### src/rtl/vwb_pkg.sv
// Shared constants and entry layout for the vector result writeback block.
// Latency: n/a (declarations only).
// Backpressure: n/a.
package vwb_pkg;

    localparam int VWB_DATA_W = 64;
    localparam int VWB_ADDR_W = 32;
    localparam int VWB_DEPTH  = 8;

    // One buffered result: address in the upper bits, data in the lower bits.
    typedef struct packed {
        logic [VWB_ADDR_W-1:0] addr;
        logic [VWB_DATA_W-1:0] data;
    } vwb_entry_t;

    localparam int VWB_ENTRY_W = $bits(vwb_entry_t);

endpackage

### src/rtl/v_wb_fifo.sv
// Synchronous result FIFO with count, full/empty and flop-driven head data.
// Latency: a push is visible at the head one cycle later.
// Backpressure: none internally; the caller must not push when full without popping, nor pop when empty.
module v_wb_fifo
    import vwb_pkg::*;
#(
    parameter int WIDTH = VWB_ENTRY_W,
    parameter int DEPTH = VWB_DEPTH,
    parameter int CW    = $clog2(DEPTH + 1)
) (
    input  logic             clk,
    input  logic             rst,
    input  logic             push,
    input  logic [WIDTH-1:0] din,
    input  logic             pop,
    output logic [WIDTH-1:0] dout,
    output logic             full,
    output logic             empty,
    output logic [CW-1:0]    count
);

    localparam int PW = $clog2(DEPTH);

    logic [WIDTH-1:0] mem_q [DEPTH];
    logic [WIDTH-1:0] mem_d [DEPTH];
    logic [PW-1:0]    wr_ptr_q, wr_ptr_d;
    logic [PW-1:0]    rd_ptr_q, rd_ptr_d;
    logic [CW-1:0]    count_q, count_d;

    // Next-state for storage, pointers and occupancy; pointers wrap naturally (power-of-two depth).
    always_comb begin
        mem_d    = mem_q;
        wr_ptr_d = wr_ptr_q;
        rd_ptr_d = rd_ptr_q;
        count_d  = count_q + CW'(push) - CW'(pop);
        if (push) begin
            mem_d[wr_ptr_q] = din;
            wr_ptr_d        = wr_ptr_q + PW'(1);
        end
        if (pop) begin
            rd_ptr_d = rd_ptr_q + PW'(1);
        end
    end

    // State registers; storage is cleared on reset so the head reads zero when idle.
    always_ff @(posedge clk) begin
        if (rst) begin
            for (int i = 0; i < DEPTH; i++) mem_q[i] <= '0;
            wr_ptr_q <= '0;
            rd_ptr_q <= '0;
            count_q  <= '0;
        end else begin
            mem_q    <= mem_d;
            wr_ptr_q <= wr_ptr_d;
            rd_ptr_q <= rd_ptr_d;
            count_q  <= count_d;
        end
    end

    assign dout  = mem_q[rd_ptr_q];
    assign count = count_q;
    assign full  = (count_q == CW'(DEPTH));
    assign empty = (count_q == '0);

endmodule

### src/rtl/v_result_writeback.sv
// Buffers ALU results (no backpressure) and drains them to the VRF, returning issue credits.
// Latency: in_valid at N -> wb_valid at N+1; same cycle when VWB_BYPASS_EN is defined and the FIFO is empty.
// Backpressure: wb_valid/wb_ready toward the VRF; issue_ready credits toward the sequencer.
module v_result_writeback
    import vwb_pkg::*;
#(
    parameter int RESP_DATA_WIDTH = VWB_DATA_W,
    parameter int REQ_ADDR_WIDTH  = VWB_ADDR_W,
    parameter int FIFO_DEPTH      = VWB_DEPTH,
    parameter int CNT_WIDTH       = $clog2(FIFO_DEPTH + 1)
) (
    input  logic                       clk,
    input  logic                       rst,
    input  logic                       issue_fire,
    output logic                       issue_ready,
    input  logic [RESP_DATA_WIDTH-1:0] in_vec,
    input  logic [REQ_ADDR_WIDTH-1:0]  in_addr,
    input  logic                       in_valid,
    output logic [RESP_DATA_WIDTH-1:0] wb_data,
    output logic [REQ_ADDR_WIDTH-1:0]  wb_addr,
    output logic                       wb_valid,
    input  logic                       wb_ready,
    output logic [CNT_WIDTH-1:0]       occupancy,
    output logic                       err_ovf
);

    localparam int EW = REQ_ADDR_WIDTH + RESP_DATA_WIDTH;

    logic [EW-1:0]        fifo_dout;
    logic                 fifo_full, fifo_empty, fifo_push, fifo_pop;
    logic [CNT_WIDTH-1:0] fifo_count;
    logic                 byp_active, byp_take;
    logic [CNT_WIDTH-1:0] inflight_q, inflight_d;
    logic                 err_ovf_q, err_ovf_d;

    v_wb_fifo #(
        .WIDTH (EW),
        .DEPTH (FIFO_DEPTH),
        .CW    (CNT_WIDTH)
    ) u_fifo (
        .clk   (clk),
        .rst   (rst),
        .push  (fifo_push),
        .din   ({in_addr, in_vec}),
        .pop   (fifo_pop),
        .dout  (fifo_dout),
        .full  (fifo_full),
        .empty (fifo_empty),
        .count (fifo_count)
    );

`ifdef VWB_BYPASS_EN
    // An arriving result skips the empty FIFO and is offered to the VRF in the same cycle.
    assign byp_active = fifo_empty & in_valid;
`else
    assign byp_active = 1'b0;
`endif
    assign byp_take = byp_active & wb_ready;

    // Write port mux, FIFO control and overflow detection.
    always_comb begin
        wb_valid  = ~fifo_empty | byp_active;
        wb_addr   = fifo_dout[EW-1:RESP_DATA_WIDTH];
        wb_data   = fifo_dout[RESP_DATA_WIDTH-1:0];
        if (byp_active) begin
            wb_addr = in_addr;
            wb_data = in_vec;
        end
        fifo_pop  = ~fifo_empty & wb_ready;
        // A full FIFO still accepts when the head leaves in the same cycle.
        fifo_push = in_valid & ~byp_take & (~fifo_full | fifo_pop);
        err_ovf_d = err_ovf_q | (in_valid & fifo_full & ~fifo_pop);
    end

    // In-flight credit count: issue adds, result arrival removes, saturating at both ends.
    always_comb begin
        inflight_d = inflight_q;
        unique case ({issue_fire, in_valid})
            2'b10:   if (inflight_q != '1) inflight_d = inflight_q + CNT_WIDTH'(1);
            2'b01:   if (inflight_q != '0) inflight_d = inflight_q - CNT_WIDTH'(1);
            default: inflight_d = inflight_q;
        endcase
    end

    // Credit and error registers.
    always_ff @(posedge clk) begin
        if (rst) begin
            inflight_q <= '0;
            err_ovf_q  <= 1'b0;
        end else begin
            inflight_q <= inflight_d;
            err_ovf_q  <= err_ovf_d;
        end
    end

    assign issue_ready = ({1'b0, fifo_count} + {1'b0, inflight_q}) < (CNT_WIDTH + 1)'(FIFO_DEPTH);
    assign occupancy   = fifo_count;
    assign err_ovf     = err_ovf_q;

endmodule

### config.mk
export PLATFORM = sky130hd
export DESIGN_NAME = v_result_writeback
export DESIGN_NICKNAME = d
export VERILOG_FILES = /design/src/rtl/vwb_pkg.sv /design/src/rtl/v_wb_fifo.sv /design/src/rtl/v_result_writeback.sv
export SDC_FILE = /design/constraint.sdc
export NUM_CORES = 2
export LEC_CHECK = 0
export BUFFER_PORTS_ARGS = -buffer_cell sky130_fd_sc_hd__buf_2
export CAP_MARGIN = 25
export CORE_MARGIN = 1.5
export CORE_UTILIZATION = 55
export CTS_BUF_LIST = sky130_fd_sc_hd__clkbuf_16
export DETAILED_ROUTE_END_ITERATION = 16
export PLACE_DENSITY_LB_ADDON = 0.1
export SLEW_MARGIN = 10
export SYNTH_ARGS = -nofsm -noshare
export SYNTH_HDL_FRONTEND = slang
export SYNTH_HIERARCHICAL = 1
export SYNTH_SLANG_ARGS = --single-unit
export TNS_END_PERCENT = 50
### constraint.sdc
create_clock -name clk -period 2.25 [get_ports clk]
set_clock_uncertainty 0.05 [all_clocks]
set_input_delay 0.3375 -clock clk [delete_from_list [all_inputs] [get_ports clk]]
set_output_delay 0.3375 -clock clk [all_outputs]
set_load 0.01 [all_outputs]
==> flow_metrics.tcl <==
set metrics [dict create \
    status "finished with violations" \
    violations "setup timing" \
    wirelength_mm 124.7 \
    cp_top_family "multiplexers" \
    yosys-top-cells-count "nand2_1, dfxtp_1, a21oi_1, mux4_2, clkbuf_1" \
    max_stage_delay_ns 0.52 \
    antenna_found_initial 6 \
    instances_no_fill 5032 \
    dp_hpwl_mm 57.22 \
    worstPathCellList "buf_12 > buf_12 > buf_12 > mux4_2 > mux2_4 > buf_6" \
    worstPathRequired_ns 1.86 \
    syn-cell-area_um2 33650 \
    netSwitchingPower_mw 11.98 \
    syn_inst 3888 \
    place.gp.congestion 0.7627 \
    netlist.area_leader.share 0.4658 \
    grt_max_degree 113 \
    cts_tree "built" \
    crit_slowest_cell "mux4_2" \
    vias_per_cell 6.184 \
    firstDrtPassIters 9 \
    numClockSinks 783 \
    areaGrowthSynthToFinish_pct 35.50 \
    cp-start-kind "flop" \
    die_y_um 250.3 \
    fp.dieArea_um2 62670 \
    drc 0 \
    rsz0062_at_grt "true" \
    grt_pass1_vias 28320 \
    grt-ovfl-total 0 \
    yosys_warnings 6 \
    cts-root-buf "clkbuf_16" \
    final_hold_viol_count 0 \
    detail-route-antenna-nets 0 \
    power.density_nw_per_um2 882.5 \
    ios 204 \
    synth.most_common_cell "nand2_1" \
    clockBufferDepth 3 \
    crit_path_end_kind "output port" \
    seq_power_share 0.371 \
    p_int_mw 28.26 \
    die_w_um 250.3 \
    p_comb_frac 0.300 \
    start_util 0.5575 \
    setup_viol 862 \
    ys_types 43 \
    wl_per_cell_um 24.77 \
    setup_ws_ns -0.6058 \
    clockPowerShare 0.330 \
    vias 31120 \
    worst-setup-path-type "flop to output port" \
    hold_path_startpoint "rst" \
    r2r_slack_ns -0.31 \
    n_fill_cell 3903 \
    min_path_type "input pin to flop" \
    yosysTopAreaCell "dfxtp_1" \
    tightestPinTransition_ns 0.7506 \
    critPathBufInv 4 \
    cp.arrival_ns 2.47 \
    async_reset_ff_frac 0 \
    crit_top_cell "buf_12" \
    clk_latency_ns 0.64 \
    syn_nets 4002 \
    critPathMaxFanout 6 \
    wl_met1_mm 46.70 \
    coreArea_um2 60360 \
    portBuffers 203 \
    num-nets-final 4292 \
    wl_met2_mm 57.71 \
    grt.total_usage 0.3223 \
    synth-seq-cells 783 \
    cts_max_level 3 \
    cts.clk_slew.worst_paths_ns 0.06 \
    reg2regPathDepth 15 \
    report.power.total_mw 40.24 \
    post-route-period-util 1.269 \
    dpl_worst_slack_ns -0.05349 \
    report.final.slew_viol_count 0 \
    vdd_drop_max_v 0.0006768 \
    worstReg2RegStart "u_fifo/count[3]" \
    synth_area_leaders "dfxtp_1, nand2_1, mux4_2" \
    grt_first_pass_wirelength_mm 159.4 \
    syn_avg_cell_area_um2 8.654 \
    cap_viol_max_count 0 \
    numCtsBuffers 82 \
    drive_gt1_frac 0.3000 \
    setup_tns_ns -136.62 \
    sw_frac_of_total 0.2977 \
    leakage_nw 16.32 \
    yosysSeqAreaShare 0.4658 \
    synth_edf_count 0 \
    ys.flop_type "dfxtp_1" \
    max_freq_ghz 0.3502 \
    hold_depth 2 \
    max_slew_margin 0.4989 \
    final.min_clock_period_ns 2.856 \
    drtIter0Drc 3780 \
    highest_layer "met5" \
    place_inst 4588 \
    met3_length_mm 14.00 \
    hold_path_end "u_fifo/mem_q[256]" \
    worstReg2RegEnd "u_fifo/mem_q[424]" \
    floorplan.rows 90 \
]
-- cell families (layout without fill, tap and decap cells) --
family          after synthesis  in the layout  synth area share
flops                       783            783            0.4658
xor+xnor                      6              6          0.001562
simple gates               1587           1587            0.1821
compound gates              784            784            0.1175
mux                         291            291            0.1616
fa+ha+maj                    13             13          0.005057
other cells                   0              6                 0
buf+inv                     424            780           0.06630
-- metrics by stage --
| step | instance area, um^2 | utilization | hold WS (ns) |
|---|---|---|---|
| floorplan | 33700 | - | 0.3566 |
| global placement | 35670 | 0.5910 | 0.3879 |
| detailed placement | 35670 | 0.5910 | 0.3931 |
| CTS | 40700 | 0.6743 | 0.02140 |
| global route | 45590 | 0.7553 | 0.05192 |
| finish | 45590 | 0.7554 | 0.04266 |
-- registers in the layout, indices dropped and copies added (netlist names) --
signal and cells:
inflight_q 4, u_fifo/count 4, u_fifo/rd_ptr_q 3, u_fifo/wr_ptr_q 3, u_fifo/mem_q 768, err_ovf 1
-- placed cells by master (no fill, tap or decap), drive strengths merged, types with 6 or more instances in the layout --
cell type / n
ha: 12
mux2: 97
inv: 34
clkbuf: 147
clkinv: 34
dfxtp: 783
dlygate4sd3: 97
mux4: 192
buf: 459
nor2: 13
diode: 6
nand2: 1542
bufinv: 7
a21oi: 774
-- routing by layer --
metal	vias to the layer above	GRT usage
met5	-	0
met2	1991	0.5386
met4	2	0.1070
li1	13580	-
met1	15080	0.4288
met3	464	0.04884
-- worst reg2reg max path, cell delays in order, from the launching register on --
cell and delay, ns:
dfxtp_2 0.35, inv_2 0.05, ha_4 0.15, and3_4 0.17, inv_4 0.05, nand2_4 0.04, a21boi_2 0.13, buf_6 0.16
buf_12 0.12, buf_12 0.10, buf_16 0.10, nand4b_1 0.29, buf_4 0.30, clkbuf_16 0.21, nand2_1 0.10, a21oi_1 0.08
-- power by group through the flow --
stage	registers, mW	logic (mW)	clock network, mW
after floorplan	15.0	5.20	0
after global placement	15.1	7.64	0
after detailed placement	15.1	7.73	0
after CTS	14.8	9.39	13.3
after global routing	15.0	12.5	13.9
final	14.9	12.1	13.3
-- what timing repair did --
action | in CTS | in global routing
hold endpoints to repair | 769 | 0
cloned | 20 | 86
setup buffers | 25 | 64
resized for setup | 135 | 637
hold buffers | 97 | 0
pin swaps | 8 | 244
setup endpoints to repair | 284 | 828
-- how the worst max path moves through the flow --
stage | slack [ns] | endpoint | startpoint | cells after the start
detailed placement | -0.05 | u_fifo/mem_q[430] | u_fifo/count[2] | 12
floorplan | 0.01 | u_fifo/mem_q[699] | u_fifo/count[2] | 13
global placement | 0.01 | u_fifo/mem_q[280] | u_fifo/count[2] | 13
CTS | -0.60 | wb_addr[24] | u_fifo/rd_ptr_q[0] | 5
finish | -0.61 | wb_data[4] | u_fifo/rd_ptr_q[0] | 6
global route | -0.63 | wb_data[31] | u_fifo/rd_ptr_q[0] | 5
-- final cells by class --
cell class	instances	area (um^2)	area share
inverter	8	35.03	0.0007684
multi-input combinational	2681	17810	0.3907
antenna	6	15.01	0.0003293
sequential	783	15690	0.3441
clock buffer	83	2077	0.04555
timing repair buffer	622	8487	0.1861
tap	782	978.4	0.02146
clock inverter	67	499.2	0.01095
Power figures use the tool's default switching activity.
